**src/rtl/z80fi_insn_recorder_pkg.sv**
```systemverilog
// Shared types for the z80fi instruction recorder: M-cycle codes, byte limit, FSM states.
package z80fi_pkg;

    typedef enum logic [2:0] {
        CYCLE_NONE     = 3'd0,
        CYCLE_M1       = 3'd1,
        CYCLE_RD_MEM   = 3'd2,
        CYCLE_WR_MEM   = 3'd3,
        CYCLE_RDWR_MEM = 3'd4,
        CYCLE_RD_IO    = 3'd5,
        CYCLE_WR_IO    = 3'd6,
        CYCLE_INTACK   = 3'd7
    } mcycle_t;

    localparam int INSN_MAX_BYTES = 4;

    typedef enum logic {
        IDLE    = 1'b0,
        COLLECT = 1'b1
    } rec_state_t;

endpackage

```
**src/rtl/z80fi_insn_recorder_if.sv**
```systemverilog
// Trace-event inputs and record outputs of the recorder; the optional z80fi_order
// field exists only when Z80FI_ORDER_EN is defined.
interface z80fi_insn_recorder_if #(
    parameter int NUM_MCYCLES = 6
);
    logic                       fetch_valid;
    logic [7:0]                 fetch_byte;
    logic                       mcycle_done;
    logic [2:0]                 mcycle_type;
    logic [3:0]                 mcycle_tcycles;
    logic                       mem_rd_valid;
    logic [15:0]                mem_raddr;
    logic [7:0]                 mem_rdata;
    logic                       mem_wr_valid;
    logic [15:0]                mem_waddr;
    logic [7:0]                 mem_wdata;
    logic                       insn_retire;

    logic                       z80fi_valid;
    logic [31:0]                z80fi_insn;
    logic [2:0]                 z80fi_insn_len;
    logic [3*NUM_MCYCLES-1:0]   z80fi_mcycle_type;
    logic [4*NUM_MCYCLES-1:0]   z80fi_tcycles;
    logic [15:0]                z80fi_bus_raddr;
    logic [7:0]                 z80fi_bus_rdata;
    logic [15:0]                z80fi_bus_waddr;
    logic [7:0]                 z80fi_bus_wdata;
    logic                       z80fi_rd_seen;
    logic                       z80fi_wr_seen;
    logic                       z80fi_overflow;
`ifdef Z80FI_ORDER_EN
    logic [63:0]                z80fi_order;
`endif

    // The core-side trace source drives events and observes records.
    modport master (
        output fetch_valid, fetch_byte, mcycle_done, mcycle_type, mcycle_tcycles,
               mem_rd_valid, mem_raddr, mem_rdata, mem_wr_valid, mem_waddr, mem_wdata,
               insn_retire,
        input  z80fi_valid, z80fi_insn, z80fi_insn_len, z80fi_mcycle_type, z80fi_tcycles,
               z80fi_bus_raddr, z80fi_bus_rdata, z80fi_bus_waddr, z80fi_bus_wdata,
               z80fi_rd_seen, z80fi_wr_seen, z80fi_overflow
`ifdef Z80FI_ORDER_EN
        , input z80fi_order
`endif
    );

    modport slave (
        input  fetch_valid, fetch_byte, mcycle_done, mcycle_type, mcycle_tcycles,
               mem_rd_valid, mem_raddr, mem_rdata, mem_wr_valid, mem_waddr, mem_wdata,
               insn_retire,
        output z80fi_valid, z80fi_insn, z80fi_insn_len, z80fi_mcycle_type, z80fi_tcycles,
               z80fi_bus_raddr, z80fi_bus_rdata, z80fi_bus_waddr, z80fi_bus_wdata,
               z80fi_rd_seen, z80fi_wr_seen, z80fi_overflow
`ifdef Z80FI_ORDER_EN
        , output z80fi_order
`endif
    );

endinterface

```
**src/rtl/z80fi_insn_recorder_mcycle_log.sv**
```systemverilog
// M-cycle slot log: in-order slot fill, overflow flag, and a merged view that already
// includes the M-cycle ending this cycle so a retire in the same cycle sees it.
module z80fi_mcycle_log
    import z80fi_pkg::*;
#(
    parameter int NUM_MCYCLES = 6
) (
    input  logic                     clk,
    input  logic                     reset,
    input  logic                     push,
    input  mcycle_t                  push_type,
    input  logic [3:0]               push_tc,
    input  logic                     clear,
    output logic [3*NUM_MCYCLES-1:0] types_merged,
    output logic [4*NUM_MCYCLES-1:0] tc_merged,
    output logic                     ovf_merged
);
    localparam int PW = $clog2(NUM_MCYCLES + 1);
    localparam logic [PW-1:0] FULL = PW'(NUM_MCYCLES);

    logic [PW-1:0] wptr_reg;
    logic          ovf_reg;
    logic          full;

    assign full       = (wptr_reg == FULL);
    assign ovf_merged = ovf_reg | (push & full);

    generate
        for (genvar gi = 0; gi < NUM_MCYCLES; gi++) begin : g_slot
            mcycle_t    type_reg;
            logic [3:0] tc_reg;
            logic       hit;

            assign hit = push && !full && (wptr_reg == PW'(gi));
            assign types_merged[3*gi +: 3] = hit ? push_type : type_reg;
            assign tc_merged[4*gi +: 4]    = hit ? push_tc   : tc_reg;

            always_ff @(posedge clk) begin
                if (reset || clear) begin
                    type_reg <= CYCLE_NONE;
                    tc_reg   <= 4'd0;
                end else if (hit) begin
                    type_reg <= push_type;
                    tc_reg   <= push_tc;
                end
            end
        end
    endgenerate

    always_ff @(posedge clk) begin
        if (reset || clear) begin
            wptr_reg <= '0;
            ovf_reg  <= 1'b0;
        end else if (push) begin
            if (full) begin
                ovf_reg <= 1'b1;
            end else begin
                wptr_reg <= wptr_reg + PW'(1);
            end
        end
    end

endmodule

```
**src/rtl/z80fi_insn_recorder.sv**
```systemverilog
// Collects one instruction's trace events and emits a single-cycle z80fi record on retire.
// Defining Z80FI_ORDER_EN adds the 64-bit retired-record sequence number z80fi_order.
module z80fi_insn_recorder
    import z80fi_pkg::*;
#(
    parameter int NUM_MCYCLES = 6
) (
    input  logic                  clk,
    input  logic                  reset,
    z80fi_insn_recorder_if.slave  bus
);
    localparam logic [2:0] LEN_MAX = 3'(INSN_MAX_BYTES);

    rec_state_t  state_reg;
    logic [2:0]  len_reg;
    logic [31:0] bytes_reg;
    logic        byte_ovf_reg;
    logic        rd_seen_reg, wr_seen_reg;
    logic [15:0] raddr_reg, waddr_reg;
    logic [7:0]  rdata_reg, wdata_reg;

    logic [2:0]  len_next;
    logic [31:0] bytes_next;
    logic        byte_take, byte_ovf_next, rd_take, wr_take, any_event;
    logic [15:0] raddr_next, waddr_next;
    logic [7:0]  rdata_next, wdata_next;

    logic [3*NUM_MCYCLES-1:0] types_merged;
    logic [4*NUM_MCYCLES-1:0] tc_merged;
    logic                     mc_ovf_merged;

    // "_next" values are the accumulators with this cycle's events already merged in.
    assign byte_take     = bus.fetch_valid && (len_reg != LEN_MAX);
    assign len_next      = len_reg + 3'(byte_take);
    assign byte_ovf_next = byte_ovf_reg | (bus.fetch_valid & (len_reg == LEN_MAX));

    generate
        for (genvar gi = 0; gi < INSN_MAX_BYTES; gi++) begin : g_byte
            assign bytes_next[8*gi +: 8] = (byte_take && len_reg == 3'(gi))
                                           ? bus.fetch_byte : bytes_reg[8*gi +: 8];
        end
    endgenerate

    assign rd_take    = bus.mem_rd_valid && !rd_seen_reg;
    assign wr_take    = bus.mem_wr_valid && !wr_seen_reg;
    assign raddr_next = rd_take ? bus.mem_raddr : raddr_reg;
    assign rdata_next = rd_take ? bus.mem_rdata : rdata_reg;
    assign waddr_next = wr_take ? bus.mem_waddr : waddr_reg;
    assign wdata_next = wr_take ? bus.mem_wdata : wdata_reg;
    assign any_event  = bus.fetch_valid | bus.mcycle_done | bus.mem_rd_valid | bus.mem_wr_valid;

    z80fi_mcycle_log #(.NUM_MCYCLES(NUM_MCYCLES)) u_mcycle_log (
        .clk          (clk),
        .reset        (reset),
        .push         (bus.mcycle_done),
        .push_type    (mcycle_t'(bus.mcycle_type)),
        .push_tc      (bus.mcycle_tcycles),
        .clear        (bus.insn_retire),
        .types_merged (types_merged),
        .tc_merged    (tc_merged),
        .ovf_merged   (mc_ovf_merged)
    );

`ifdef Z80FI_ORDER_EN
    logic [63:0] order_cnt_reg;
`endif

    always_ff @(posedge clk) begin
        if (reset) begin
            state_reg             <= IDLE;
            len_reg               <= 3'd0;
            bytes_reg             <= 32'd0;
            byte_ovf_reg          <= 1'b0;
            rd_seen_reg           <= 1'b0;
            wr_seen_reg           <= 1'b0;
            raddr_reg             <= 16'd0;
            rdata_reg             <= 8'd0;
            waddr_reg             <= 16'd0;
            wdata_reg             <= 8'd0;
            bus.z80fi_valid       <= 1'b0;
            bus.z80fi_insn        <= 32'd0;
            bus.z80fi_insn_len    <= 3'd0;
            bus.z80fi_mcycle_type <= {NUM_MCYCLES{3'(CYCLE_NONE)}};
            bus.z80fi_tcycles     <= '0;
            bus.z80fi_bus_raddr   <= 16'd0;
            bus.z80fi_bus_rdata   <= 8'd0;
            bus.z80fi_bus_waddr   <= 16'd0;
            bus.z80fi_bus_wdata   <= 8'd0;
            bus.z80fi_rd_seen     <= 1'b0;
            bus.z80fi_wr_seen     <= 1'b0;
            bus.z80fi_overflow    <= 1'b0;
`ifdef Z80FI_ORDER_EN
            bus.z80fi_order       <= 64'd0;
            order_cnt_reg         <= 64'd0;
`endif
        end else begin
            bus.z80fi_valid <= 1'b0;
            if (bus.insn_retire) begin
                // A retire with no fetched byte is not an instruction; drop it silently.
                if (len_next != 3'd0) begin
                    bus.z80fi_valid       <= 1'b1;
                    bus.z80fi_insn        <= bytes_next;
                    bus.z80fi_insn_len    <= len_next;
                    bus.z80fi_mcycle_type <= types_merged;
                    bus.z80fi_tcycles     <= tc_merged;
                    bus.z80fi_bus_raddr   <= raddr_next;
                    bus.z80fi_bus_rdata   <= rdata_next;
                    bus.z80fi_bus_waddr   <= waddr_next;
                    bus.z80fi_bus_wdata   <= wdata_next;
                    bus.z80fi_rd_seen     <= rd_seen_reg | bus.mem_rd_valid;
                    bus.z80fi_wr_seen     <= wr_seen_reg | bus.mem_wr_valid;
                    bus.z80fi_overflow    <= byte_ovf_next | mc_ovf_merged;
`ifdef Z80FI_ORDER_EN
                    bus.z80fi_order       <= order_cnt_reg;
                    order_cnt_reg         <= order_cnt_reg + 64'd1;
`endif
                end
                state_reg    <= IDLE;
                len_reg      <= 3'd0;
                bytes_reg    <= 32'd0;
                byte_ovf_reg <= 1'b0;
                rd_seen_reg  <= 1'b0;
                wr_seen_reg  <= 1'b0;
                raddr_reg    <= 16'd0;
                rdata_reg    <= 8'd0;
                waddr_reg    <= 16'd0;
                wdata_reg    <= 8'd0;
            end else begin
                if (state_reg == IDLE && any_event) begin
                    state_reg <= COLLECT;
                end
                len_reg      <= len_next;
                bytes_reg    <= bytes_next;
                byte_ovf_reg <= byte_ovf_next;
                rd_seen_reg  <= rd_seen_reg | bus.mem_rd_valid;
                wr_seen_reg  <= wr_seen_reg | bus.mem_wr_valid;
                raddr_reg    <= raddr_next;
                rdata_reg    <= rdata_next;
                waddr_reg    <= waddr_next;
                wdata_reg    <= wdata_next;
            end
        end
    end

endmodule

```
**src/flat_wrapper.sv**
```systemverilog
// flat-port wrapper written by rule: the top's interface ports become plain ports
module z80fi_insn_recorder_flat import z80fi_pkg::*;
#(
    parameter int NUM_MCYCLES = 6
)
  (clk, reset, bus_fetch_valid, bus_fetch_byte, bus_mcycle_done, bus_mcycle_type, bus_mcycle_tcycles, bus_mem_rd_valid, bus_mem_raddr, bus_mem_rdata, bus_mem_wr_valid, bus_mem_waddr, bus_mem_wdata, bus_insn_retire, bus_z80fi_valid, bus_z80fi_insn, bus_z80fi_insn_len, bus_z80fi_mcycle_type, bus_z80fi_tcycles, bus_z80fi_bus_raddr, bus_z80fi_bus_rdata, bus_z80fi_bus_waddr, bus_z80fi_bus_wdata, bus_z80fi_rd_seen, bus_z80fi_wr_seen, bus_z80fi_overflow);
  z80fi_insn_recorder_if #(.NUM_MCYCLES(NUM_MCYCLES)) bus_i ();
  input  logic clk;
  input  logic reset;
  input wire logic [$bits(bus_i.fetch_valid)-1:0] bus_fetch_valid;
  input wire logic [$bits(bus_i.fetch_byte)-1:0] bus_fetch_byte;
  input wire logic [$bits(bus_i.mcycle_done)-1:0] bus_mcycle_done;
  input wire logic [$bits(bus_i.mcycle_type)-1:0] bus_mcycle_type;
  input wire logic [$bits(bus_i.mcycle_tcycles)-1:0] bus_mcycle_tcycles;
  input wire logic [$bits(bus_i.mem_rd_valid)-1:0] bus_mem_rd_valid;
  input wire logic [$bits(bus_i.mem_raddr)-1:0] bus_mem_raddr;
  input wire logic [$bits(bus_i.mem_rdata)-1:0] bus_mem_rdata;
  input wire logic [$bits(bus_i.mem_wr_valid)-1:0] bus_mem_wr_valid;
  input wire logic [$bits(bus_i.mem_waddr)-1:0] bus_mem_waddr;
  input wire logic [$bits(bus_i.mem_wdata)-1:0] bus_mem_wdata;
  input wire logic [$bits(bus_i.insn_retire)-1:0] bus_insn_retire;
  output wire logic [$bits(bus_i.z80fi_valid)-1:0] bus_z80fi_valid;
  output wire logic [$bits(bus_i.z80fi_insn)-1:0] bus_z80fi_insn;
  output wire logic [$bits(bus_i.z80fi_insn_len)-1:0] bus_z80fi_insn_len;
  output wire logic [$bits(bus_i.z80fi_mcycle_type)-1:0] bus_z80fi_mcycle_type;
  output wire logic [$bits(bus_i.z80fi_tcycles)-1:0] bus_z80fi_tcycles;
  output wire logic [$bits(bus_i.z80fi_bus_raddr)-1:0] bus_z80fi_bus_raddr;
  output wire logic [$bits(bus_i.z80fi_bus_rdata)-1:0] bus_z80fi_bus_rdata;
  output wire logic [$bits(bus_i.z80fi_bus_waddr)-1:0] bus_z80fi_bus_waddr;
  output wire logic [$bits(bus_i.z80fi_bus_wdata)-1:0] bus_z80fi_bus_wdata;
  output wire logic [$bits(bus_i.z80fi_rd_seen)-1:0] bus_z80fi_rd_seen;
  output wire logic [$bits(bus_i.z80fi_wr_seen)-1:0] bus_z80fi_wr_seen;
  output wire logic [$bits(bus_i.z80fi_overflow)-1:0] bus_z80fi_overflow;
  assign bus_i.fetch_valid = bus_fetch_valid;
  assign bus_i.fetch_byte = bus_fetch_byte;
  assign bus_i.mcycle_done = bus_mcycle_done;
  assign bus_i.mcycle_type = bus_mcycle_type;
  assign bus_i.mcycle_tcycles = bus_mcycle_tcycles;
  assign bus_i.mem_rd_valid = bus_mem_rd_valid;
  assign bus_i.mem_raddr = bus_mem_raddr;
  assign bus_i.mem_rdata = bus_mem_rdata;
  assign bus_i.mem_wr_valid = bus_mem_wr_valid;
  assign bus_i.mem_waddr = bus_mem_waddr;
  assign bus_i.mem_wdata = bus_mem_wdata;
  assign bus_i.insn_retire = bus_insn_retire;
  assign bus_z80fi_valid = bus_i.z80fi_valid;
  assign bus_z80fi_insn = bus_i.z80fi_insn;
  assign bus_z80fi_insn_len = bus_i.z80fi_insn_len;
  assign bus_z80fi_mcycle_type = bus_i.z80fi_mcycle_type;
  assign bus_z80fi_tcycles = bus_i.z80fi_tcycles;
  assign bus_z80fi_bus_raddr = bus_i.z80fi_bus_raddr;
  assign bus_z80fi_bus_rdata = bus_i.z80fi_bus_rdata;
  assign bus_z80fi_bus_waddr = bus_i.z80fi_bus_waddr;
  assign bus_z80fi_bus_wdata = bus_i.z80fi_bus_wdata;
  assign bus_z80fi_rd_seen = bus_i.z80fi_rd_seen;
  assign bus_z80fi_wr_seen = bus_i.z80fi_wr_seen;
  assign bus_z80fi_overflow = bus_i.z80fi_overflow;
  z80fi_insn_recorder #(.NUM_MCYCLES(NUM_MCYCLES)) u_core (.clk(clk), .reset(reset), .bus(bus_i));
endmodule
```
**config.mk**
```make
export PLATFORM = sky130hd
export DESIGN_NAME = z80fi_insn_recorder_flat
export DESIGN_NICKNAME = d
export VERILOG_FILES = /design/src/rtl/z80fi_insn_recorder_pkg.sv /design/src/rtl/z80fi_insn_recorder_if.sv /design/src/rtl/z80fi_insn_recorder_mcycle_log.sv /design/src/rtl/z80fi_insn_recorder.sv /design/src/flat_wrapper.sv
export SDC_FILE = /design/constraint.sdc
export NUM_CORES = 1
export LEC_CHECK = 0
export BUFFER_PORTS_ARGS = -buffer_cell sky130_fd_sc_hd__buf_2
export CAP_MARGIN = 10
export CORE_AREA = 2 2 146 148
export CTS_CLUSTER_DIAMETER = 80
export DETAILED_ROUTE_END_ITERATION = 8
export DIE_AREA = 0 0 148 150
export PLACE_DENSITY = 0.67
export REMOVE_ABC_BUFFERS = 1
export SLEW_MARGIN = 20
export SYNTH_ARGS = -nofsm -noshare
export SYNTH_HDL_FRONTEND = slang
export SYNTH_SLANG_ARGS = --single-unit
```
**constraint.sdc**
```tcl
create_clock -name clk -period 3.35 [get_ports clk]
set_input_delay 0.5025 -clock clk [delete_from_list [all_inputs] [get_ports clk]]
set_output_delay 0.5025 -clock clk [all_outputs]
set_load 0.01 [all_outputs]
```
[Word level (Yosys, flattened, before mapping)]
Index checks and enable logic that the tools add are counted.
Word-level totals
  RAM bits: 0
  memories kept: 0
  ROM bits: 0
  register bits after elaboration: 261
  latch bits: 0
  output and inout bits: 129
  input bits: 70
  logic and storage cells: 104
Cells by class
  reductions and logical operators: 26
  $lt $le $gt $ge: 0
  multiply operators: 0
  shift operators: 0
  add/sub/neg operators: 2
  divide/modulo/power cells: 0
  equal/unequal tests: 11
  bitwise logic cells: 9
  mux-type cells: 21
Operators by type and width (number)
  2-to-1 mux 8 bit: 6
  2-to-1 mux 16 bit: 2
  2-to-1 mux 4 bit: 6
  2-to-1 mux 3 bit: 6
  logical AND 1 bit: 14
  == test 3 x 2 -> 1 bit, second input constant: 4
  == test 3 bit, second input constant: 4
  == test 3 x 1 -> 1 bit, second input constant: 2
  zero test 3 bit: 2
  AND reduction 2 bit: 3
  OR 1 bit: 5
  OR reduction 2 bit: 2
  adder 3 x 1 -> 3 bit: 1
  adder 3 x 1 -> 3 bit, second input constant: 1
  zero test 1 bit: 3
  inequality test 3 bit, second input constant: 1
  nonzero test 3 bit: 1
  AND 1 bit: 2
  NOT 1 bit: 2
  logical OR 1 bit: 1
  2-to-1 mux 1 bit: 1

[Logic depth before layout (Yosys ltp)]
  word-level depth: 5
  gate-level depth with buffers: 11
  gate-level depth less buffers: 8

[Hierarchy]
From an unflattened synthesis, not the netlist that was laid out.
Second synthesis, totals
  cell total of the unflattened synthesis: 941
  area total of the unflattened synthesis: 9499.1 sq um
By module, submodules not included
  z80fi_insn_recorder: seq. area each 4304.1 sq um, cells each 762, times used 1, area each 7433.4 sq um
  z80fi_mcycle_log: seq. area each 920.9 sq um, cells each 179, times used 1, area each 2065.7 sq um

[Worst setup path before layout]
OpenSTA, ideal clock, no wires.
  path type: reg-to-reg
  from: reg u_core.len_reg[2]
  to: reg u_core.bus.z80fi_insn[15]
  data arrival time: 2.195 ns
  period minus slack after synthesis: 2.281 ns
  buffers on the path: 3
  setup slack: 1.069 ns
  required time: 3.264 ns
  cell stages (with the launch flop): 11
  cells stage by stage: dfxtp_1 inv_1 o31a_1 ha_1 ha_1 xor2_1 o31a_1 buf_4 buf_2 buf_2 a211oi_1
On the way
  longest elaborated chain between the ends: 5
Ends and longest elaborated chain
  start: declaration: line z80fi_insn_recorder.sv:15  | logic [2:0] len_reg;
  start signal: assignment: line z80fi_insn_recorder.sv:132  | len_reg <= len_next;
  inequality test 3 bit: line z80fi_insn_recorder.sv:33  | assign byte_take = bus.fetch_valid && (len_reg != LEN_MAX);
  logical AND 1 bit: line z80fi_insn_recorder.sv:33
  adder 3 x 1 -> 3 bit: line z80fi_insn_recorder.sv:34  | assign len_next = len_reg + 3'(byte_take);
  nonzero test 3 bit: line z80fi_insn_recorder.sv:100  | if (len_next != 3'd0) begin
  AND reduction 2 bit (no line)
  end signal: assignment: line z80fi_insn_recorder.sv:102  | bus.z80fi_insn <= bytes_next;
  end: declaration: line z80fi_insn_recorder_if.sv:52  | output z80fi_valid, z80fi_insn, z80fi_insn_len, z80fi_mcycle_type, z80fi_tcycles,
Parallel ways exist; a longest one is shown, timed or not.
A chain may end at the register's enable or synchronous reset.

[Worst setup path in the final report]
  from: reg u_core.len_reg[2]
  to: reg u_core.bus.z80fi_bus_raddr[2] in the netlist's numbering
On the way
  longest elaborated chain between the ends: 5
Ends and longest elaborated chain
  inequality test 3 bit: line z80fi_insn_recorder.sv:33
  logical AND 1 bit: line z80fi_insn_recorder.sv:33
  adder 3 x 1 -> 3 bit (*): line z80fi_insn_recorder.sv:34
  nonzero test 3 bit (*): line z80fi_insn_recorder.sv:100
  AND reduction 2 bit (no line) (*)
  end signal: assignment: line z80fi_insn_recorder.sv:106  | bus.z80fi_bus_raddr <= raddr_next;
  end: declaration: line z80fi_insn_recorder_if.sv:53  | z80fi_bus_raddr, z80fi_bus_rdata, z80fi_bus_waddr, z80fi_bus_wdata,
Every way passes the cells marked *; elsewhere a longest branch is shown, timed or not.

==> parameters.txt <==
Parameter                              Value

Pwr
  Logic gate share of total power ... 0.099
  Int Pwr ... between 5 and 6 mW
  Switch share ... 0.232
  Pleak ... 5.08 nW
  Register share of total power ... 0.458
  Maximum vdd drop ... around 0.42 mV
  Share of total power in the clock network ... 0.443
  Areal power density over the cells ... between 600 and 700 nW/µm²
  Net Switching ... approximately 1.7 mW

STA
  Min Clock Period, post-route ... between 2 and 3 ns
  Final period utilization ... 0.789
  Tightest Pin Transition ... roughly 0.96 ns
  Unrepaired setup endpoints after global routing ... no
  Fin Setup TNS ... 0 ns
  Number of max-slew violations in the final report ... 0
  Final count of hold timing violations ... 0
  Normalized max-slew margin ... 0.359
  Worst setup slack after layout ... ~0.7 ns
  Endpoints failing setup ... 0
  Achievable frequency ... between 300 and 400 MHz
  Clock tree skew after final layout ... 0.00825 ns

Route
  Mean routed wirelength per cell ... roughly 15 µm
  Via density ... ~5
  Routed met3 length ... ~1.4 mm
  Total length of routed wires ... about 20 mm
  Met2 WL post-DR ... 9.18 mm
  Initial DRC count ... 276
  Total iterations of the first detailed-routing run ... 4
  Number of vias in the routed layout ... about 6.6k
  Residual DRC count ... 0
  Count of nets left with antenna violations after detail routing ... 0
  Routed metal-1 wire length ... approximately 9 mm
  Top layer used by detailed routing ... met4

Placed design
  HPWL after DPL ... ~13 mm
  Placer Congestion ... 0.759
  Setup slack at placement ... around 0.70 ns
  # port buffers ... 198

Clock network
  H-tree lvl count ... 1
  Buffer depth of the longest clock path ... 3
  Clock-pin slew reported for the worst setup and hold paths after clock tree synthesis ... roughly 0.06 ns
  # hold bufs at CTS ... 0
  Number of sinks driven by the clock tree ... 261
  Post-CTS repair timing setup buffer count ... 0
  Cts bufs inserted ... 28
  Cell chosen for the clock root ... sky130_fd_sc_hd__clkbuf_16
  Number of gates given a new drive strength after cts ... 0
  TritonCTS clock tree ... done
  Clock insertion delay at the later pin of the skew report ... 0.52 ns

Setup path
  Arrival time reported for the critical path endpoint ... 3.06 ns
  Required time reported for the critical path endpoint ... 3.77 ns
  Critical path class ... reg2reg
  Largest driver fanout on the critical path ... 84
  Register-to-Register Setup Slack ... slightly above 0.7 ns
  CP Capture Type ... flop
  Type of origin of the critical path ... flop

Synthesis
  Unique cell type count in the Yosys netlist ... 31
  Syn_area_per_cell ... approximately 10 µm²
  Flops & latches, synth ... 261
  Top FF cell, synth ... sky130_fd_sc_hd__dfxtp_1
  Most frequent cells after synthesis ... sky130_fd_sc_hd__dfxtp_1 (261), sky130_fd_sc_hd__nor2_1 (260), sky130_fd_sc_hd__mux2i_1 (122)
  Most area-consuming cells after synthesis ... sky130_fd_sc_hd__dfxtp_1 (57%), sky130_fd_sc_hd__mux2i_1 (13%), sky130_fd_sc_hd__nor2_1 (11%)
  Area share of the leading cell type in the synthesized netlist ... 0.574
  Syn Inst Count ... approximately 900
  Most frequent cell after synthesis ... sky130_fd_sc_hd__dfxtp_1
  Sequential area share after synthesis ... 0.574
  Synth warn ... 0
  Share of flip-flops with an asynchronous set or reset after synthesis ... 0
  Summed instance area of the synthesized netlist ... about 9100 µm²
  Number of enable flip-flop cells after synthesis ... 0
  Cell type with the largest total area after synthesis ... sky130_fd_sc_hd__dfxtp_1

Global routing
  Overflow left after global routing ... 0
  Overall fraction of global-route tracks in use ... 0.176
  Vias in the first global route ... 6409
  Global-route wire length before repair ... ~32 mm
  Initial antenna violation count ... 1
  Largest net degree at the start of global routing ... just under 100

Floorplanning
  Initial core utilization ... 0.440
  Cell Rows ... 53
  Die footprint ... ~22000 µm²
  Boundary pin count ... 199
  Die W ... 148 µm
  Core region area ... 20700 µm²
  Die boundary height ... 150 µm

Hold path
  Path category of the worst min-delay check ... in2reg

Outcome
  Run status ... finished clean

Flow run
  Max capacitance violation total ... 0

Finish
  Layout overhead on the synthesized area ... 23.5%
  Final nets ... about 1.1k
  Fraction of layout instances using a drive strength above 1 ... 0.250
[path summary, 6_finish.rpt]
check	from	end	cells past startpoint
max	u_core.len_reg[2]$_SDFF_PP0_	u_core.bus.z80fi_bus_raddr[2]$_SDFFE_PP0P_	9
min	bus_mem_wr_valid	u_core.wr_seen_reg$_SDFF_PP0_	3
max reg2reg	u_core.len_reg[2]$_SDFF_PP0_	u_core.bus.z80fi_bus_raddr[2]$_SDFFE_PP0P_	9
min reg2reg	u_core.byte_ovf_reg$_SDFF_PP0_	u_core.byte_ovf_reg$_SDFF_PP0_	2
[metrics by stage]
step	utilization	hold WS, ns	power (mW)	std cells	cell area [µm²]
2_1_floorplan	-	0.424	3.86	815	8740
3_3_place_gp	0.495	0.438	4.13	1300	10200
3_5_place_dp	0.495	0.449	4.14	1300	10200
4_1_cts	0.543	0.199	7.39	1350	11200
5_1_grt	0.543	0.232	7.60	1350	11200
6_report	0.543	0.224	7.30	1351	11200
[layer usage]
layer,vias up,global-route usage
li1,3393,-
met1,3038,0.234
met2,173,0.288
met3,32,0.0415
met4,0,0.0443
met5,-,0
[area by class of cell]
class	count	area, µm²
clock buffer	41	851
tap	275	344
sequential	261	5230
clock inverter	9	145
fill	1898	9460
inverter	5	18.8
antenna	1	2.50
multi-input combinational	549	3510
timing repair buffer	210	1130
[placed cells by master, fill, tap and decap left out, types with 2 or more instances in the layout]
cell type and instances:
sky130_fd_sc_hd__a211oi_1 116, sky130_fd_sc_hd__a211oi_2 8, sky130_fd_sc_hd__a21oi_1 2, sky130_fd_sc_hd__a22oi_1 3, sky130_fd_sc_hd__and2_1 3, sky130_fd_sc_hd__buf_12 4
sky130_fd_sc_hd__buf_2 197, sky130_fd_sc_hd__buf_4 9, sky130_fd_sc_hd__bufinv_16 4, sky130_fd_sc_hd__clkbuf_1 4, sky130_fd_sc_hd__clkbuf_16 29, sky130_fd_sc_hd__clkbuf_8 8
sky130_fd_sc_hd__clkinv_2 5, sky130_fd_sc_hd__dfxtp_1 261, sky130_fd_sc_hd__ha_1 7, sky130_fd_sc_hd__inv_1 5, sky130_fd_sc_hd__mux2i_1 122, sky130_fd_sc_hd__nand2_1 4
sky130_fd_sc_hd__nand2b_1 3, sky130_fd_sc_hd__nand3_1 5, sky130_fd_sc_hd__nand4b_1 2, sky130_fd_sc_hd__nor2_1 260
[cell families (layout without fill, tap and decap cells)]
family	after synthesis	count (layout)	share of synthesized area
DFF	261	261	0.574
AOI/OAI and AO/OA	135	135	0.115
xor gates and xnor gates	2	2	0.00193
muxes	122	122	0.134
other	0	1	0
and+or+nand+nor	283	283	0.123
adders and majority gates	7	7	0.00963
buffers and inverters	73	265	0.0413
[power groups by stage]
stage | Clock, mW | Sequential (mW) | Combinational [mW]
final | 3.24 | 3.34 | 0.725
after detailed placement | 0 | 3.41 | 0.734
after global placement | 0 | 3.41 | 0.723
after global routing | 3.43 | 3.36 | 0.813
after CTS | 3.31 | 3.34 | 0.737
after floorplan | 0 | 3.47 | 0.395
[worst max-delay path: stages, from the launching register on]
cell and delay [ns]:
sky130_fd_sc_hd__dfxtp_1 0.46, sky130_fd_sc_hd__inv_1 0.12, sky130_fd_sc_hd__o31a_1 0.31, sky130_fd_sc_hd__ha_1 0.19, sky130_fd_sc_hd__ha_1 0.20, sky130_fd_sc_hd__xor2_1 0.26, sky130_fd_sc_hd__o31a_2 0.29, sky130_fd_sc_hd__buf_12 0.31
sky130_fd_sc_hd__nor2_1 0.07, sky130_fd_sc_hd__a211oi_1 0.26
(Power assumes the default switching activity.)
